## config.mk

```make
export PLATFORM = sky130hd
export DESIGN_NAME = sync_fifo_ctrl
export DESIGN_NICKNAME = d
export VERILOG_FILES = /design/src/rtl/sync_fifo_ctrl.sv
export SDC_FILE = /design/constraint.sdc
export NUM_CORES = 1
export LEC_CHECK = 0
export CAP_MARGIN = 20
export CORE_UTILIZATION = 64
export CTS_BUF_LIST = sky130_fd_sc_hd__clkbuf_2 sky130_fd_sc_hd__clkbuf_4 sky130_fd_sc_hd__clkbuf_8
export DETAILED_ROUTE_END_ITERATION = 7
export DONT_BUFFER_PORTS = 1
export GPL_TIMING_DRIVEN = 0
export HOLD_SLACK_MARGIN = 0.03
export PLACE_DENSITY = 0.8
export SLEW_MARGIN = 15
export SYNTH_ARGS = -nofsm -noshare
export SYNTH_HDL_FRONTEND = slang
export SYNTH_SLANG_ARGS = --single-unit
export TNS_END_PERCENT = 50
```

## constraint.sdc

```tcl
create_clock -name clk -period 3.6 [get_ports clk]
set_clock_uncertainty 0.2 [all_clocks]
set_input_delay 0.36 -clock clk [delete_from_list [all_inputs] [get_ports clk]]
set_output_delay 0.36 -clock clk [all_outputs]
set_load 0.01 [all_outputs]
```

## src/rtl/sync_fifo_ctrl.sv

```systemverilog
// Single-clock FIFO: storage array, binary pointers, occupancy and flag logic.
// Optional sticky overflow/underflow error flags when SYNC_FIFO_ERR_EN is defined.
module sync_fifo_ctrl #(
    parameter int unsigned DATA_WIDTH = 8,
    parameter int unsigned DEPTH      = 16,
    parameter int unsigned PTR_WIDTH  = 4,
    parameter int unsigned AF_THRESH  = 12,
    parameter int unsigned AE_THRESH  = 4
) (
    input  logic                  clk,
    input  logic                  rst_n,
    input  logic                  w_en,
    input  logic [DATA_WIDTH-1:0] data_in,
    input  logic                  r_en,
    output logic [DATA_WIDTH-1:0] data_out,
    output logic                  data_valid,
    output logic                  full,
    output logic                  empty,
    output logic                  almost_full,
    output logic                  almost_empty,
    output logic [PTR_WIDTH:0]    count
`ifdef SYNC_FIFO_ERR_EN
    ,
    output logic                  overflow,
    output logic                  underflow,
    input  logic                  err_clr
`endif
);

    localparam int unsigned CNT_W = PTR_WIDTH + 1;
    localparam logic [CNT_W-1:0] AF_LVL = CNT_W'(AF_THRESH);
    localparam logic [CNT_W-1:0] AE_LVL = CNT_W'(AE_THRESH);

    logic [DATA_WIDTH-1:0] mem [DEPTH];
    logic [CNT_W-1:0]      wptr;
    logic [CNT_W-1:0]      rptr;
    logic                  wr_ok;
    logic                  rd_ok;

    // Flags derive only from registered pointers, never from the requests.
    always_comb begin
        count        = wptr - rptr;
        empty        = (wptr == rptr);
        full         = (wptr[PTR_WIDTH] != rptr[PTR_WIDTH]) &&
                       (wptr[PTR_WIDTH-1:0] == rptr[PTR_WIDTH-1:0]);
        almost_full  = (count >= AF_LVL);
        almost_empty = (count <= AE_LVL);
        wr_ok        = w_en && !full;
        rd_ok        = r_en && !empty;
    end

    // Storage is not reset; contents are discarded logically via the pointers.
    always_ff @(posedge clk) begin
        if (wr_ok) begin
            mem[wptr[PTR_WIDTH-1:0]] <= data_in;
        end
    end

    always_ff @(posedge clk or negedge rst_n) begin
        if (!rst_n) begin
            wptr       <= '0;
            rptr       <= '0;
            data_out   <= '0;
            data_valid <= 1'b0;
        end else begin
            data_valid <= rd_ok;
            if (wr_ok) begin
                wptr <= wptr + CNT_W'(1);
            end
            if (rd_ok) begin
                rptr     <= rptr + CNT_W'(1);
                data_out <= mem[rptr[PTR_WIDTH-1:0]];
            end
        end
    end

`ifdef SYNC_FIFO_ERR_EN
    // Sticky error flags; a new error in the clear cycle keeps the flag set.
    always_ff @(posedge clk or negedge rst_n) begin
        if (!rst_n) begin
            overflow  <= 1'b0;
            underflow <= 1'b0;
        end else begin
            if (w_en && full) begin
                overflow <= 1'b1;
            end else if (err_clr) begin
                overflow <= 1'b0;
            end
            if (r_en && empty) begin
                underflow <= 1'b1;
            end else if (err_clr) begin
                underflow <= 1'b0;
            end
        end
    end
`endif

endmodule

```

==> reports/qor.yml, run 1 <==
min_path:
  min_path_cells: 3
  min_to: "rptr[2]"
  hold_start: "r_en"
  hp-class: "primary input to flip-flop"
place:
  hpwl_um: 7890
  post_dp_cell_area_um2: 6200
  portBuffers: 0
  place_congestion: 0.826
  dp_cells: 462
critical_path:
  r2r-end: "mem[12][1]"
  endpoint_kind: "primary output"
  worstSetupPathType: "flip-flop to primary output"
  crit_buf_inv: 4
  r2r-start: "rptr[1]"
  slowest_delay_ps: 470
  arrival_ps: 2850
  path_max_fanout: 10
  start_kind: "flip-flop"
  critPathLaunch: "rptr[1]"
  cpMostUsedCell: "buf_6"
  r2r_slack_ps: 230
  crit_family: "compound AO/OA/AOI/OAI gates"
  path_cells: "buf_6, buf_6, buf_4, inv_1, ha_1, nor2b_1, o21ai_0, a21boi_0, o32ai_1"
  crit_slowest_cell: "o32ai_1"
  ff2ff_path_depth: 10
  required_ps: 3040
floorplan:
  dieWidth_um: 98.8
  io_pins: 30
  num_rows: 34
  design.die.area_um2: 9770
  core_area_um2: 8890
  start_util_pct: 67.5
  fp.dieH_um: 98.8
yosys:
  async_flop_share_pct: 12.9
  synth_fp_nets: 372
  yosysSeqAreaShare_pct: 72.0
  synthDistinctLibCells: 36
  syn_area_um2: 6000
  yosys_warnings: 0
  synth_area_leader_cell: "edfxtp_1"
  yosysTopAreaCellShare_pct: 64.1
  synth_edf_count: 128
  synthFlopType: "edfxtp_1"
  ys_seq_elements: 147
  ys_top_cells_by_area: "edfxtp_1 (64%), dfrtp_1 (7.9%), mux2i_1 (5.3%)"
  syn_inst: 350
  syn_avg_cell_area_um2: 17.1
cells_and_area:
  num_antenna_cells: 0
  fin_cells: 501
  most-common-layout-cells: "edfxtp_1 (128), mux2i_1 (32), nor2_1 (25)"
  layout-drive-gt1-share_pct: 18.1
  final_nets: 404
  final_common_cell: "edfxtp_1"
  stdcell_area_um2: 6710
  area_growth_pct: 11.8
route:
  drt_wl_total_um: 12200
  antenna_left: 0
  drt_iter0_drc: 296
  avgViaCountPerCell: 6.62
  drc_errors: 0
  first_pass_iters: 5
  wl_per_cell_um: 24.4
  vias: 3315
clock_network:
  clk_latency_ps: 430
  htree_levels: 4
  cts_root_buf: "clkbuf_8"
  tritoncts: "yes"
  cts_setup_buffers: 0
  cts_buffers: 17
  clkTransAtPathRegs_ps: 80
  cts_buffer_depth: 2
  cts.sinks: 147
global_routing:
  grt_pass1_vias: 3315
  grt_pass1_wl_um: 18700
  grt_max_degree: 20
  overflow: 0
  antenna_found_initial: 0
  track_usage_pct: 27.4
sta:
  rsz0062_at_grt: "no"
  hold_violations: 0
  worst_pin_slew_ps: 893
  timing.final.crit_share_pct: 94.8
  slew_viol_final: 0
  max_freq_ghz: 0.293
  maxSlewHeadroom_pct: 40.3
  finalSetupViolCount: 0
  min_period_ps: 3410
power_and_ir_drop:
  power_density_nw_per_um2: 827
  vdd.ir_drop.worst_uv: 419
  leakage_nw: 2.34
run_status:
  status: "completed"
run:
  cap_violations: 0
area by class of cell:
type	instances	area, um2
inverter	15	56.3
clock buffer	17	234
fill	508	2180
sequential	147	4320
clock inverter	13	186
buffer	18	139
timing repair buffer	13	110
tap	108	135
multi-input combinational	170	1530
kinds of logic (layout without fill, tap and decap cells):
kind of cell | after synthesis | after routing | share of synthesized area (%)
buf+inv | 33 | 76 | 3.25
xor+xnor | 11 | 11 | 1.61
simple gates | 57 | 57 | 4.67
flops | 147 | 147 | 72.0
compound gates | 44 | 44 | 4.80
mux | 48 | 48 | 11.5
fa+ha+maj | 10 | 10 | 2.21
Yosys cell counts, drive strengths merged, types with 6 or more instances:
master / number
inv: 15
o21ai: 6
a22oi: 8
ha: 9
mux2i: 32
dfrtp: 19
o22ai: 16
mux4: 16
a31oi: 8
edfxtp: 128
xnor2: 8
nor2: 25
buf: 15
stage by stage:
step | total power [W] | setup TNS [ps] | util, % | setup WS [ps] | hold WS (ps)
6_report | 0.00555 | 0 | 75.5 | 186 | 69.6
5_1_grt | 0.00578 | 0 | 75.5 | 33.9 | 86.7
4_1_cts | 0.00554 | 0 | 75.5 | 140 | 53.8
3_5_place_dp | 0.00417 | 0 | 69.7 | 160 | -135
3_3_place_gp | 0.00407 | -10530 | 69.0 | -373 | -135
2_1_floorplan | 0.00368 | 0 | - | 624 | -136
sequential cells by signal, summed over array words and instances, names as in the netlist:
register and flops:
mem 128, data_out 8, rptr 5, wptr 5, data_valid 1
layer usage:
metal	track usage (%)	vias to the layer above	wire length (um)
li1	-	1434	-
met1	38.6	1678	5120
met2	41.4	171	5860
met3	6.88	32	924
met4	12.4	0	297
met5	0	-	0
worst max path at each step:
stage / end / slack (ps) / cells past startpoint
floorplan: mem[2][0] / 620 / 8
global placement: mem[2][6] / -370 / 8
detailed placement: mem[5][5] / 160 / 9
CTS: mem[5][3] / 140 / 9
global route: almost_empty / 30 / 9
finish: almost_full / 190 / 9
power by group:
part | leakage, nW | switching [W] | internal [W]
clock network | 0.212 | 0.000598 | 0.000749
logic | 0.755 | 0.00117 | 0.000760
registers | 1.38 | 0.000155 | 0.00211
worst min-delay path: cells and delay by family:
kind / cells / cell delay [ps]
AOI/OAI and AO/OA: 1 / 130
xor gates and xnor gates: 1 / 70
and+or+nand+nor: 1 / 100
timing repair:
action,CTS,global route
hold buffers,9,0
endpoints found under the hold margin,147,0
setup endpoints to repair,0,32
gates resized for setup,0,1
Note: power is estimated with default switching activity, not from simulation.
==> run 2, diff against run 1 <==
Settings changed: CORE_ASPECT_RATIO set to 1.25.
==> reports/qor.yml, run 2 (same netlist as run 1, synthesis figures left out) <==
run_status:
  status: "completed"  # unchanged
critical_path:
  worstSetupPathType: "flip-flop to primary output"  # unchanged
  arrival_ps: 2870  # was 2850 ps
  start_kind: "flip-flop"  # unchanged
  endpoint_kind: "primary output"  # unchanged
  path_max_fanout: 10  # unchanged
  required_ps: 3040  # about the same
route:
  vias: 3277  # was 3,315
  wl_per_cell_um: 23.5  # was 24.4 um
  first_pass_iters: 5  # unchanged
  drc_errors: 0  # unchanged
  drt_wl_total_um: 12300  # was 12,200 um
  avgViaCountPerCell: 6.27  # was 6.62
  drt_iter0_drc: 283  # was 296
  antenna_left: 0  # unchanged
run:
  cap_violations: 0  # unchanged
clock_network:
  clkTransAtPathRegs_ps: 80  # about the same
  cts_buffers: 17  # unchanged
  cts_root_buf: "clkbuf_8"  # unchanged
  cts.sinks: 147  # unchanged
  clk_latency_ps: 440  # was 430 ps
  cts_setup_buffers: 0  # unchanged
  cts_buffer_depth: 2  # unchanged
  htree_levels: 4  # unchanged
  tritoncts: "yes"  # unchanged
floorplan:
  fp.dieH_um: 110  # was 98.8 um
  design.die.area_um2: 9770  # about the same
  num_rows: 39  # was 34
  dieWidth_um: 88.6  # was 98.8 um
  start_util_pct: 65.7  # was 67.5%
  io_pins: 30  # unchanged
  core_area_um2: 9130  # was 8890 um2
cells_and_area:
  most-common-layout-cells: "edfxtp_1 (128), mux2i_1 (32), nor2_1 (25)"  # unchanged
  area_growth_pct: 13.9  # was 11.8%
  layout-drive-gt1-share_pct: 19.0  # was 18.1%
  stdcell_area_um2: 6830  # was 6710 um2
  final_nets: 409  # was 404
  final_common_cell: "edfxtp_1"  # unchanged
  n_fill_cell: 526  # was 508
  fin_cells: 523  # was 501
  largest_reg_flops: 128  # unchanged
  num_antenna_cells: 0  # unchanged
sta:
  hold_violations: 0  # unchanged
  rsz0062_at_grt: "yes"  # was no
  worst_pin_slew_ps: 841  # was 893 ps
  setup_slack_ps: 167  # was 186 ps
  holdWs_ps: 138  # was 69.6 ps
  min_period_ps: 3430  # was 3410 ps
  finalSetupViolCount: 0  # unchanged
  timing.final.crit_share_pct: 95.4  # was 94.8%
  maxSlewHeadroom_pct: 43.8  # was 40.3%
  max_freq_ghz: 0.291  # was 0.293 GHz
  slew_viol_final: 0  # unchanged
place:
  portBuffers: 0  # unchanged
  place_congestion: 0.819  # was 0.826
  hpwl_um: 8140  # was 7890 um
  post_dp_cell_area_um2: 6230  # was 6200 um2
  pre_cts_ws_ps: 159  # was 160 ps
  dp_cells: 481  # was 462
global_routing:
  grt_max_degree: 20  # unchanged
  overflow: 0  # unchanged
  grt_pass1_wl_um: 17500  # was 18,700 um
  antenna_found_initial: 0  # unchanged
  grt_pass1_vias: 3133  # was 3,315
  track_usage_pct: 27.0  # was 27.4%
min_path:
  hp-class: "primary input to flip-flop"  # unchanged
power_and_ir_drop:
  p_sw_w: 0.00200  # was 0.00193 W
  clockPowerShare_pct: 26.3  # was 24.3%
  seqPwrFrac_pct: 39.2  # was 40.9%
  p_int_w: 0.00380  # was 0.00362 W
  leakage_nw: 2.39  # was 2.34 nW
  vdd.ir_drop.worst_uv: 400  # was 419 uV
  p_sw_share_pct: 34.5  # was 34.7%
  combPwrFrac_pct: 34.5  # was 34.9%
  power_density_nw_per_um2: 848  # was 827 nW/um2
## run 2: critical path, cell delays in order, from the launching register on
cell and delay, ps:
dfrtp_1 420, buf_6 160, buf_6 190, buf_4 240, inv_1 90, ha_1 300, nor2b_1 130, o21ai_0 240
nor3b_2 360, o221a_2 280
## run 2: metal layers
| metal | vias up | wire [um] | GRT usage (%) |
|---|---|---|---|
| met5 | - | 0 | 0 |
| met2 | 138 | 6080 | 41.0 |
| met3 | 29 | 831 | 7.37 |
| met4 | 0 | 415 | 12.8 |
| met1 | 1667 | 4960 | 36.5 |
| li1 | 1443 | - | - |
## run 2: final cells by class
cell class,count,area [um2],share of cell area [%]
multi-input cells,170,1530,22.4
clock buffers,17,234,3.42
repair buffers,18,150,2.20
clock inverters,15,254,3.72
plain buffers,18,139,2.03
inverters,15,56.3,0.824
well taps,123,154,2.25
flip-flops and latches,147,4320,63.2
## run 2: what timing repair did
item                                    in CTS  in global routing
endpoints found under the setup margin       0                 39
endpoints found under the hold margin      148                  0
hold buffers                                10                  0
gates resized for setup                      0                  5
## run 2: through the flow
stage / utilization, % / TNS (ps) / total power [W]
after floorplan: - / 0 / 0.00368
after global placement: 67.4 / -8620 / 0.00406
after detailed placement: 68.3 / 0 / 0.00418
after CTS: 74.7 / 0 / 0.00572
after global routing: 74.9 / -105 / 0.00606
final: 74.9 / 0 / 0.00580
## run 2: worst paths after layout
path	from	to	slack [ps]	depth (start not counted)
setup / recovery	rptr[1]	almost_empty	170	9
max in group asynchronous	rst_n	wptr[4]	2420	1
hold reg to reg	rptr[4]	rptr[4]	340	1
min in group asynchronous	rst_n	data_out[1]	250	1
hold / removal	w_en	wptr[0]	140	3
setup reg to reg	rptr[1]	mem[10][4]	210	11
## run 2: power groups by stage
stage | combinational (W) | sequential, W | clock (W)
2_1_floorplan | 0.00142 | 0.00226 | 0
3_3_place_gp | 0.00177 | 0.00229 | 0
3_5_place_dp | 0.00187 | 0.00231 | 0
4_1_cts | 0.00191 | 0.00227 | 0.00153
5_1_grt | 0.00216 | 0.00229 | 0.00161
6_report | 0.00200 | 0.00227 | 0.00153
==> run 3, diff against run 2 <==
Settings changed: MAX_ROUTING_LAYER set to met4.
==> reports/qor.yml, run 3 (same netlist as run 1, synthesis figures left out) <==
run_status:
  status: "completed"  # unchanged
cells_and_area:
  area_growth_pct: 13.9  # unchanged
  largest_reg_flops: 128  # unchanged
  final_common_cell: "edfxtp_1"  # unchanged
  layout-drive-gt1-share_pct: 19.0  # unchanged
  regArea_um2: 4320  # unchanged
  multi_input_area_um2: 1530  # unchanged
  most-common-layout-cells: "edfxtp_1 (128), mux2i_1 (32), nor2_1 (25)"  # unchanged
  final_nets: 409  # unchanged
  num_antenna_cells: 0  # unchanged
  utilization_pct: 74.9  # unchanged
  n_fill_cell: 526  # unchanged
min_path:
  hp-class: "primary input to flip-flop"  # unchanged
sta:
  min_period_ps: 3440  # was 3430 ps
  slew_viol_final: 0  # unchanged
  maxSlewHeadroom_pct: 43.4  # was 43.8%
  finalSetupViolCount: 0  # unchanged
  worst_pin_slew_ps: 846  # was 841 ps
  finalSetupTns_ps: 0  # unchanged
  timing.final.crit_share_pct: 95.4  # about the same
  rsz0062_at_grt: "yes"  # unchanged
  max_freq_ghz: 0.291  # about the same
  hold_violations: 0  # unchanged
route:
  drc_errors: 0  # unchanged
  avgViaCountPerCell: 6.39  # was 6.27
  vias: 3344  # was 3,277
  first_pass_iters: 7  # was 5
  drt_iter0_drc: 303  # was 283
  drt_wl_total_um: 12300  # about the same
  wl_per_cell_um: 23.5  # about the same
  antenna_left: 0  # unchanged
global_routing:
  grt_pass1_vias: 3135  # was 3,133
  grt_pass1_wl_um: 17500  # about the same
  overflow: 0  # unchanged
  track_usage_pct: 27.8  # was 27.0%
  antenna_found_initial: 0  # unchanged
  grt_max_degree: 20  # unchanged
power_and_ir_drop:
  power_density_nw_per_um2: 847  # was 848 nW/um2
  leakage_nw: 2.39  # unchanged
  vdd.ir_drop.worst_uv: 400  # about the same
critical_path:
  arrival_ps: 2880  # was 2870 ps
  cpMostUsedCell: "buf_6"  # unchanged
  endpoint_kind: "primary output"  # unchanged
  path_cells: "buf_6, buf_6, buf_4, inv_1, ha_1, nor2b_1, o21ai_0, nor3b_2, o221a_2"  # unchanged
  crit_slowest_cell: "dfrtp_1"  # unchanged
  slowest_delay_ps: 420  # about the same
  required_ps: 3040  # about the same
  worstSetupPathType: "flip-flop to primary output"  # unchanged
  path_max_fanout: 10  # unchanged
  start_kind: "flip-flop"  # unchanged
clock_network:
  clkTransAtPathRegs_ps: 80  # about the same
  cts_setup_buffers: 0  # unchanged
  cts_buffer_depth: 2  # unchanged
  cts_buffers: 17  # unchanged
  cts.sinks: 147  # unchanged
  htree_levels: 4  # unchanged
  tritoncts: "yes"  # unchanged
  clk_latency_ps: 440  # about the same
  cts_root_buf: "clkbuf_8"  # unchanged
floorplan:
  design.die.area_um2: 9770  # unchanged
  io_pins: 30  # unchanged
  core_area_um2: 9130  # unchanged
  num_rows: 39  # unchanged
  start_util_pct: 65.7  # unchanged
  dieWidth_um: 88.6  # unchanged
  fp.dieH_um: 110  # unchanged
place:
  hpwl_um: 8140  # unchanged
  portBuffers: 0  # unchanged
  place_congestion: 0.831  # was 0.819
run:
  cap_violations: 0  # unchanged
## run 3: final timing paths
path / from / endpoint / slack (ps) / depth (start not counted)
max in group asynchronous: rst_n / wptr[4] / 2420 / 1
worst min register to register: rptr[4] / rptr[4] / 340 / 1
min in group asynchronous: rst_n / data_out[1] / 260 / 1
worst min-delay path: w_en / wptr[0] / 140 / 3
worst max-delay path: rptr[1] / almost_empty / 160 / 9
worst max register to register: rptr[1] / mem[10][4] / 220 / 11
## run 3: critical path, delay by kind of cell, from the launching register on
| kind | cells | cell delay (ps) |
|---|---|---|
| AO/OA/AOI/OAI | 2 | 520 |
| AND/OR/NAND/NOR | 2 | 490 |
| flip-flops | 1 | 420 |
| buffers and inverters | 4 | 680 |
| adder cells (fa/ha/maj) | 1 | 300 |
## run 3: per-stage QoR
stage,hold slack [ps],area (um2),instances,power (W),setup slack [ps]
6_report,142,6830,523,0.00579,164
3_5_place_dp,-135,6230,481,0.00418,159
5_1_grt,125,6830,523,0.00606,-21.5
2_1_floorplan,-136,6000,350,0.00368,624
4_1_cts,105,6820,523,0.00572,101
3_3_place_gp,-135,6150,473,0.00406,-297
## run 3: cell type report
type	instances	area share [%]
plain buffers	18	2.03
inverters	15	0.824
clock inverters	15	3.72
repair buffers	18	2.20
well taps	123	2.25
multi-input cells	170	22.4
clock buffers	17	3.42
flip-flops and latches	147	63.2
## run 3: report_power, final
| group | internal [W] | switching, W |
|---|---|---|
| logic | 0.000783 | 0.00122 |
| clock network | 0.000902 | 0.000617 |
| registers | 0.00211 | 0.000159 |
## run 3: layer usage
| layer | vias up | track usage [%] | share of wire, % |
|---|---|---|---|
| li1 | 1443 | - | - |
| met1 | 1718 | 36.3 | 40 |
| met2 | 156 | 41.0 | 50 |
| met3 | 27 | 8.86 | 7.2 |
| met4 | 0 | 10.7 | 3.1 |
| met5 | - | - | 0 |
## run 3: timing repair
action | in CTS | in global routing
gates resized for setup | 0 | 5
endpoints found under the hold margin | 148 | 0
hold buffers | 10 | 0
endpoints found under the setup margin | 0 | 39
